**src/rtl/rr_bus_arbiter4_pkg.sv**
```systemverilog
// Shared types and helpers for the four-source round-robin bus arbiter.
package rr_arb_pkg;

    localparam int N_REQ  = 4;
    localparam int DATA_W = 16;

    typedef enum logic [0:0] {
        IDLE = 1'b0,
        BUSY = 1'b1
    } arb_state_e;

    // Expand a 2-bit source index into a 4-bit one-hot vector.
    function automatic logic [3:0] onehot2(input logic [1:0] idx);
        logic [3:0] oh;
        oh      = 4'b0000;
        oh[idx] = 1'b1;
        return oh;
    endfunction

endpackage

```
**src/rtl/rr_bus_arbiter4_if.sv**
```systemverilog
// Request/grant and shared-bus signals of the four-source arbiter.
interface rr_bus_arbiter4_if #(
    parameter int DATA_W = 16
);
    logic [3:0]        req;
    logic [3:0]        last;
    logic [DATA_W-1:0] data0;
    logic [DATA_W-1:0] data1;
    logic [DATA_W-1:0] data2;
    logic [DATA_W-1:0] data3;
    logic [3:0]        grant;
    logic [1:0]        select;
    logic [DATA_W-1:0] bus_data;
    logic              bus_valid;

    // Sources side: drives requests and data, observes grant and bus.
    modport master (
        output req, last, data0, data1, data2, data3,
        input  grant, select, bus_data, bus_valid
    );

    // Arbiter side.
    modport slave (
        input  req, last, data0, data1, data2, data3,
        output grant, select, bus_data, bus_valid
    );
endinterface

```
**src/rtl/Mux_4_to_1.sv**
```systemverilog
// Shared 4-to-1 word mux; the clk pin exists for drop-in compatibility only.
module Mux_4_to_1 #(
    parameter int WIDTH = 16
) (
    input  logic             clk,
    input  logic [1:0]       sel,
    input  logic [WIDTH-1:0] in0,
    input  logic [WIDTH-1:0] in1,
    input  logic [WIDTH-1:0] in2,
    input  logic [WIDTH-1:0] in3,
    output logic [WIDTH-1:0] out
);
    logic unused_clk_s;
    assign unused_clk_s = clk;

    // Pure combinational word selection.
    always_comb begin
        out = in0;
        case (sel)
            2'd0:    out = in0;
            2'd1:    out = in1;
            2'd2:    out = in2;
            2'd3:    out = in3;
            default: out = in0;
        endcase
    end
endmodule

```
**src/rtl/rr_bus_arbiter4_pick4.sv**
```systemverilog
// Rotating priority picker: first set mask bit starting at ptr, wrapping mod 4.
module rr_pick4 (
    input  logic [3:0] mask,
    input  logic [1:0] ptr,
    output logic [1:0] idx,
    output logic       any
);
    // Scan ptr, ptr+1, ptr+2, ptr+3 and keep the first hit.
    always_comb begin
        logic       found_s;
        logic [1:0] cand_s;
        idx     = ptr;
        any     = |mask;
        found_s = 1'b0;
        cand_s  = ptr;
        for (int k = 0; k < 4; k++) begin
            cand_s = ptr + 2'(k);
            if (!found_s && mask[cand_s]) begin
                idx     = cand_s;
                found_s = 1'b1;
            end else begin
                found_s = found_s;
            end
        end
    end
endmodule

```
**src/rtl/rr_bus_arbiter4.sv**
```systemverilog
// Round-robin arbiter and beat sequencer for a shared 4-source data bus.
module rr_bus_arbiter4 #(
    parameter int DATA_W   = 16,
    parameter int MAX_HOLD = 4
) (
    input  logic         clk,
    input  logic         rst_n,
    rr_bus_arbiter4_if.slave bus
);
    import rr_arb_pkg::*;

    // Beat counter value on which the owner's final allowed beat happens.
    localparam logic [3:0] LIMIT = 4'(MAX_HOLD - 1);

    arb_state_e        state_r;
    logic [1:0]        ptr_r;
    logic [3:0]        beat_cnt_r;
    logic [3:0]        grant_r;
    logic [1:0]        select_r;
    logic [DATA_W-1:0] bus_data_r;
    logic              bus_valid_r;

    logic              owner_req_s;
    logic              owner_last_s;
    logic              beat_s;
    logic              release_s;
    logic [3:0]        pick_mask_s;
    logic [1:0]        pick_ptr_s;
    logic [1:0]        pick_idx_s;
    logic              pick_any_s;
    logic [DATA_W-1:0] mux_data_s;

    assign bus.grant     = grant_r;
    assign bus.select    = select_r;
    assign bus.bus_data  = bus_data_r;
    assign bus.bus_valid = bus_valid_r;

    // While busy select_r is the owner, so only its req/last bits matter.
    assign owner_req_s  = bus.req[select_r];
    assign owner_last_s = bus.last[select_r];

    // Beat/release decode and picker inputs; on release the owner is masked
    // out and priority starts just past it.
    always_comb begin
        beat_s      = 1'b0;
        release_s   = 1'b0;
        pick_mask_s = bus.req;
        pick_ptr_s  = ptr_r;
        if (state_r == BUSY) begin
            beat_s      = owner_req_s;
            release_s   = !owner_req_s || owner_last_s || (beat_cnt_r == LIMIT);
            pick_mask_s = bus.req & ~onehot2(select_r);
            pick_ptr_s  = select_r + 2'd1;
        end else begin
            beat_s      = 1'b0;
            release_s   = 1'b0;
            pick_mask_s = bus.req;
            pick_ptr_s  = ptr_r;
        end
    end

    rr_pick4 u_pick (
        .mask (pick_mask_s),
        .ptr  (pick_ptr_s),
        .idx  (pick_idx_s),
        .any  (pick_any_s)
    );

    Mux_4_to_1 #(.WIDTH(DATA_W)) u_mux (
        .clk (clk),
        .sel (select_r),
        .in0 (bus.data0),
        .in1 (bus.data1),
        .in2 (bus.data2),
        .in3 (bus.data3),
        .out (mux_data_s)
    );

    // Arbitration FSM with registered grant, select and bus outputs.
    always_ff @(posedge clk or negedge rst_n) begin
        if (!rst_n) begin
            state_r     <= IDLE;
            ptr_r       <= 2'd0;
            beat_cnt_r  <= 4'd0;
            grant_r     <= 4'b0000;
            select_r    <= 2'd0;
            bus_data_r  <= '0;
            bus_valid_r <= 1'b0;
        end else begin
            bus_valid_r <= 1'b0;
            case (state_r)
                IDLE: begin
                    if (pick_any_s) begin
                        state_r    <= BUSY;
                        grant_r    <= onehot2(pick_idx_s);
                        select_r   <= pick_idx_s;
                        beat_cnt_r <= 4'd0;
                    end else begin
                        grant_r <= 4'b0000;
                    end
                end
                BUSY: begin
                    if (beat_s) begin
                        bus_data_r  <= mux_data_s;
                        bus_valid_r <= 1'b1;
                        beat_cnt_r  <= beat_cnt_r + 4'd1;
                    end
                    if (release_s) begin
                        ptr_r      <= select_r + 2'd1;
                        beat_cnt_r <= 4'd0;
                        if (pick_any_s) begin
                            grant_r  <= onehot2(pick_idx_s);
                            select_r <= pick_idx_s;
                        end else begin
                            state_r <= IDLE;
                            grant_r <= 4'b0000;
                        end
                    end
                end
                default: begin
                    state_r <= IDLE;
                    grant_r <= 4'b0000;
                end
            endcase
        end
    end
endmodule

```
**src/flat_wrapper.sv**
```systemverilog
// flat-port wrapper written by rule: the top's interface ports become plain ports
module rr_bus_arbiter4_flat import rr_arb_pkg::*;
#(
    parameter int DATA_W   = 16,
    parameter int MAX_HOLD = 4
)
  (clk, rst_n, bus_req, bus_last, bus_data0, bus_data1, bus_data2, bus_data3, bus_grant, bus_select, bus_bus_data, bus_bus_valid);
  rr_bus_arbiter4_if #(.DATA_W(DATA_W)) bus_i ();
  input  logic clk;
  input  logic rst_n;
  input wire logic [$bits(bus_i.req)-1:0] bus_req;
  input wire logic [$bits(bus_i.last)-1:0] bus_last;
  input wire logic [$bits(bus_i.data0)-1:0] bus_data0;
  input wire logic [$bits(bus_i.data1)-1:0] bus_data1;
  input wire logic [$bits(bus_i.data2)-1:0] bus_data2;
  input wire logic [$bits(bus_i.data3)-1:0] bus_data3;
  output wire logic [$bits(bus_i.grant)-1:0] bus_grant;
  output wire logic [$bits(bus_i.select)-1:0] bus_select;
  output wire logic [$bits(bus_i.bus_data)-1:0] bus_bus_data;
  output wire logic [$bits(bus_i.bus_valid)-1:0] bus_bus_valid;
  assign bus_i.req = bus_req;
  assign bus_i.last = bus_last;
  assign bus_i.data0 = bus_data0;
  assign bus_i.data1 = bus_data1;
  assign bus_i.data2 = bus_data2;
  assign bus_i.data3 = bus_data3;
  assign bus_grant = bus_i.grant;
  assign bus_select = bus_i.select;
  assign bus_bus_data = bus_i.bus_data;
  assign bus_bus_valid = bus_i.bus_valid;
  rr_bus_arbiter4 #(.DATA_W(DATA_W), .MAX_HOLD(MAX_HOLD)) u_core (.clk(clk), .rst_n(rst_n), .bus(bus_i));
endmodule
```
**config.mk**
```make
export PLATFORM = sky130hd
export DESIGN_NAME = rr_bus_arbiter4_flat
export DESIGN_NICKNAME = d
export VERILOG_FILES = /design/src/rtl/rr_bus_arbiter4_pkg.sv /design/src/rtl/rr_bus_arbiter4_if.sv /design/src/rtl/Mux_4_to_1.sv /design/src/rtl/rr_bus_arbiter4_pick4.sv /design/src/rtl/rr_bus_arbiter4.sv /design/src/flat_wrapper.sv
export SDC_FILE = /design/constraint.sdc
export NUM_CORES = 1
export LEC_CHECK = 0
export BUFFER_PORTS_ARGS = -buffer_cell sky130_fd_sc_hd__buf_2
export CORE_MARGIN = 5
export CORE_UTILIZATION = 45
export CTS_CLUSTER_DIAMETER = 60
export DETAILED_ROUTE_END_ITERATION = 8
export PLACE_DENSITY = 0.88
export SETUP_SLACK_MARGIN = 0.15
export SYNTH_ARGS = -nofsm -noshare
export SYNTH_HDL_FRONTEND = slang
export SYNTH_SLANG_ARGS = --single-unit
```
**constraint.sdc**
```tcl
create_clock -name clk -period 2.5 [get_ports clk]
set_clock_uncertainty 0.15 [all_clocks]
set_input_delay 0.125 -clock clk [delete_from_list [all_inputs] [get_ports clk]]
set_output_delay 0.125 -clock clk [all_outputs]
set_load 0.01 [all_outputs]
```
==> flow_metrics.tcl <==
set metrics [dict create \
    ctsHtreeMaxLevel 2 \
    area.sequential_um2 752 \
    postLayoutCoreUtil 0.617 \
    areaGrowthSynthToFinish_pct 34.9 \
    post_synth_num_cell_types 34 \
    critical_path.slowest_cell "dfrtp_2" \
    ys_ff_latch 30 \
    clkTransAtPathRegs_ns 0.06 \
    pin_count 97 \
    crit_arrival_ns 2.23 \
    via_per_inst 5.61 \
    largest_net_degree_at_the_start_of_global_routing 34 \
    drtPass1Iterations 5 \
    dpl.cell_count 333 \
    fin_tns_setup_ns 0 \
    route.vias.total 1925 \
    route.final.wire_length_um 5280 \
    drive_gt1_frac 0.410 \
    first_global_vias 1783 \
    worst-endpoint-required_ns 2.51 \
    start_util 0.457 \
    max-slew-margin-rel 0.571 \
    timing_hold_violations_final 0 \
    netlist.top_cell.by_area "dfrtp_1" \
    buffer_ports.inserted 96 \
    whs_ns 0.00710 \
    clock_tree.buffer_depth 2 \
    insertedDiodeCount 0 \
    drtIter0Drc 124 \
    worstPathCellList "inv_1 -> ha_1 -> mux2i_2 -> mux2_2 -> nand2_1 -> nand4_1 -> a32o_1" \
    timing.critical_path.to_type "register" \
    final_cells 343 \
    cts_tree "yes" \
    dpl.hpwl_um 4140 \
    cts_inserted_buffers 5 \
    final_net_count 374 \
    r2r.worst_path.cells 7 \
    layout_min_cycle_time_ns 2.22 \
    worst_skew_pair.late_latency_ns 0.27 \
    drcViolationCount 0 \
    post_drt_wl_per_cell_um 15.4 \
    tightestPinTransition_ns 0.644 \
    multi_input_area_um2 981 \
    path_buf_inv 1 \
    worst_path_fanout_max 5 \
    status "finished, final reports clean" \
    postSynthAreaPerCell_um2 9.32 \
    critical_path.startpoint_type "register" \
    grt_setup_unrepaired "no" \
    ys.warnings.count 0 \
    synth.top_cell.area_share 0.413 \
    critPathTopFamily "multiplexers" \
    pwr_density_cell_mw_per_mm2 1240 \
    grt_usage 0.188 \
    area_of_all_placed_cells_without_fillers_mm2 0.00245 \
    netlist_area_mm2 0.00182 \
    worst_hold_startpoint "bus_data0[3]" \
    final.period_utilization 0.888 \
    critical_setup_path_kind "register to register" \
    placed_area_mm2 0.00234 \
    reg2reg_from "u_core.bus.select[0]" \
    fp.dieArea_mm2 0.00541 \
    die_w_um 73.5 \
    netlist_instances 195 \
    clock.fmax_mhz 450 \
    clock_tree.root_cell "clkbuf_8" \
    min_path_type "input port to register" \
    drt.antenna.violating_nets 0 \
    yosys-top-cells-area "dfrtp_1 (41%), a222oi_1 (8.8%), o21ai_0 (5.8%)" \
    syn_nets 276 \
    die_h_um 73.5 \
    overflow 0 \
    num_rows 23 \
    pre_cts_ws_ns 0.201 \
    replace_congestion 0.945 \
    fillCellCount 331 \
    setup_viol 0 \
    fp.coreArea_mm2 0.00397 \
    final-max-slew-violation-count 0 \
    r2r_setup_slack_ns 0.28 \
    r2r-end "u_core.bus.grant[2]" \
    min_to "u_core.bus.bus_data[3]" \
    worst_hold_path.num_cells 3 \
    design_power_total_mw 3.03 \
    cts.sinks 30 \
    grt_pass1_wl_um 7950 \
    total_leakage_power_nw 1.24 \
    grt_antenna_before_repair 0 \
    postLayoutSetupSlackWorst_ns 0.280 \
    timing.critical_path.slowest_cell_delay_ns 0.43 \
    ir_drop_uv 707 \
    ys_seq_area_frac 0.413 \
    cap_viol_max_count 0 \
]
-- cells in the mapped netlist, drive strengths merged --
library cell	n
or2	1
o32a	1
a41oi	1
and2	1
nor4	1
a32o	4
buf	3
and4	1
o32ai	1
o31ai	2
nand2b	1
mux2	5
nand3	2
nand2	22
nor3b	1
a222oi	16
nand4	2
nand3b	4
dfrtp	30
mux4	2
a21boi	4
o22ai	2
o21ai	21
ha	7
nor3	2
clkbuf	11
mux2i	2
a22o	1
inv	7
nor2	19
a21oi	18
-- repair_timing --
item	4_1_cts	5_1_grt
endpoints found under the setup margin	0	6
hold buffers	1	0
gates resized for setup	0	4
endpoints found under the hold margin	30	0
buffers inserted	0	2
-- worst max-delay path by stage --
stage | start | to | slack (ns) | depth (start not counted)
finish | u_core.bus.select[0] | u_core.bus.grant[2] | 0.28 | 7
global route | u_core.bus.select[0] | u_core.bus.grant[2] | 0.15 | 7
CTS | u_core.bus.select[0] | u_core.bus.grant[3] | 0.17 | 7
detailed placement | u_core.bus.select[0] | u_core.bus.grant[3] | 0.20 | 7
global placement | u_core.bus.select[0] | u_core.bus.grant[2] | 0.27 | 7
floorplan | u_core.bus.select[0] | u_core.bus.grant[1] | 0.18 | 8
-- worst register-to-register path, stage by stage, from the launching register on --
cell and delay, ns:
dfrtp_2 0.43, inv_1 0.12, ha_1 0.28, mux2i_2 0.24, mux2_2 0.36, nand2_1 0.08, nand4_1 0.16, a32o_1 0.29
-- registers in the layout, indices dropped and copies added (netlist names) --
name	flops
u_core.bus.grant	4
u_core.bus.bus_data	16
u_core.ptr_r	2
u_core.state_r	1
u_core.beat_cnt_r	4
u_core.bus.select	2
u_core.bus.bus_valid	1
-- report_power, final --
| part | total [mW] | switching, mW | internal, mW |
|---|---|---|---|
| logic | 1.86 | 1.05 | 0.810 |
| clock network | 0.355 | 0.169 | 0.186 |
| registers | 0.811 | 0.119 | 0.692 |
-- layout by cell type, fill, tap and decap left out, types with 2 or more instances in the layout --
cell type / n
buf_2: 96
dfrtp_1: 29
nand2_1: 21
o21ai_0: 21
nor2_1: 19
a21oi_1: 18
a222oi_1: 16
buf_4: 8
inv_1: 7
ha_1: 7
mux2_2: 5
clkbuf_8: 5
nand3b_1: 4
a32o_1: 4
mux4_1: 2
o22ai_1: 2
a21boi_0: 2
a21boi_1: 2
o31ai_1: 2
nand4_1: 2
nand3_1: 2
clkinv_2: 2
-- cell type report --
cell class,instances,share of cell area
Clock buffer,5,0.0281
Tap cell,50,0.0255
Sequential cell,30,0.307
Timing Repair Buffer,105,0.225
Multi-Input combinational cell,144,0.400
Clock inverter,2,0.00408
Inverter,7,0.0107
-- routing by layer --
layer | vias up | track usage | wire, um
met5 | - | 0 | 0
li1 | 941 | - | -
met2 | 96 | 0.321 | 2490
met1 | 878 | 0.228 | 2000
met3 | 10 | 0.0534 | 689
met4 | 0 | 0.0584 | 101
-- cell families after synthesis --
logic type / count (synthesis) / synth area share
flops: 30 / 0.413
fa+ha+maj: 7 / 0.0482
mux: 9 / 0.0709
compound gates: 71 / 0.269
buf+inv: 21 / 0.0489
simple gates: 57 / 0.149
Power figures use the tool's default switching activity.
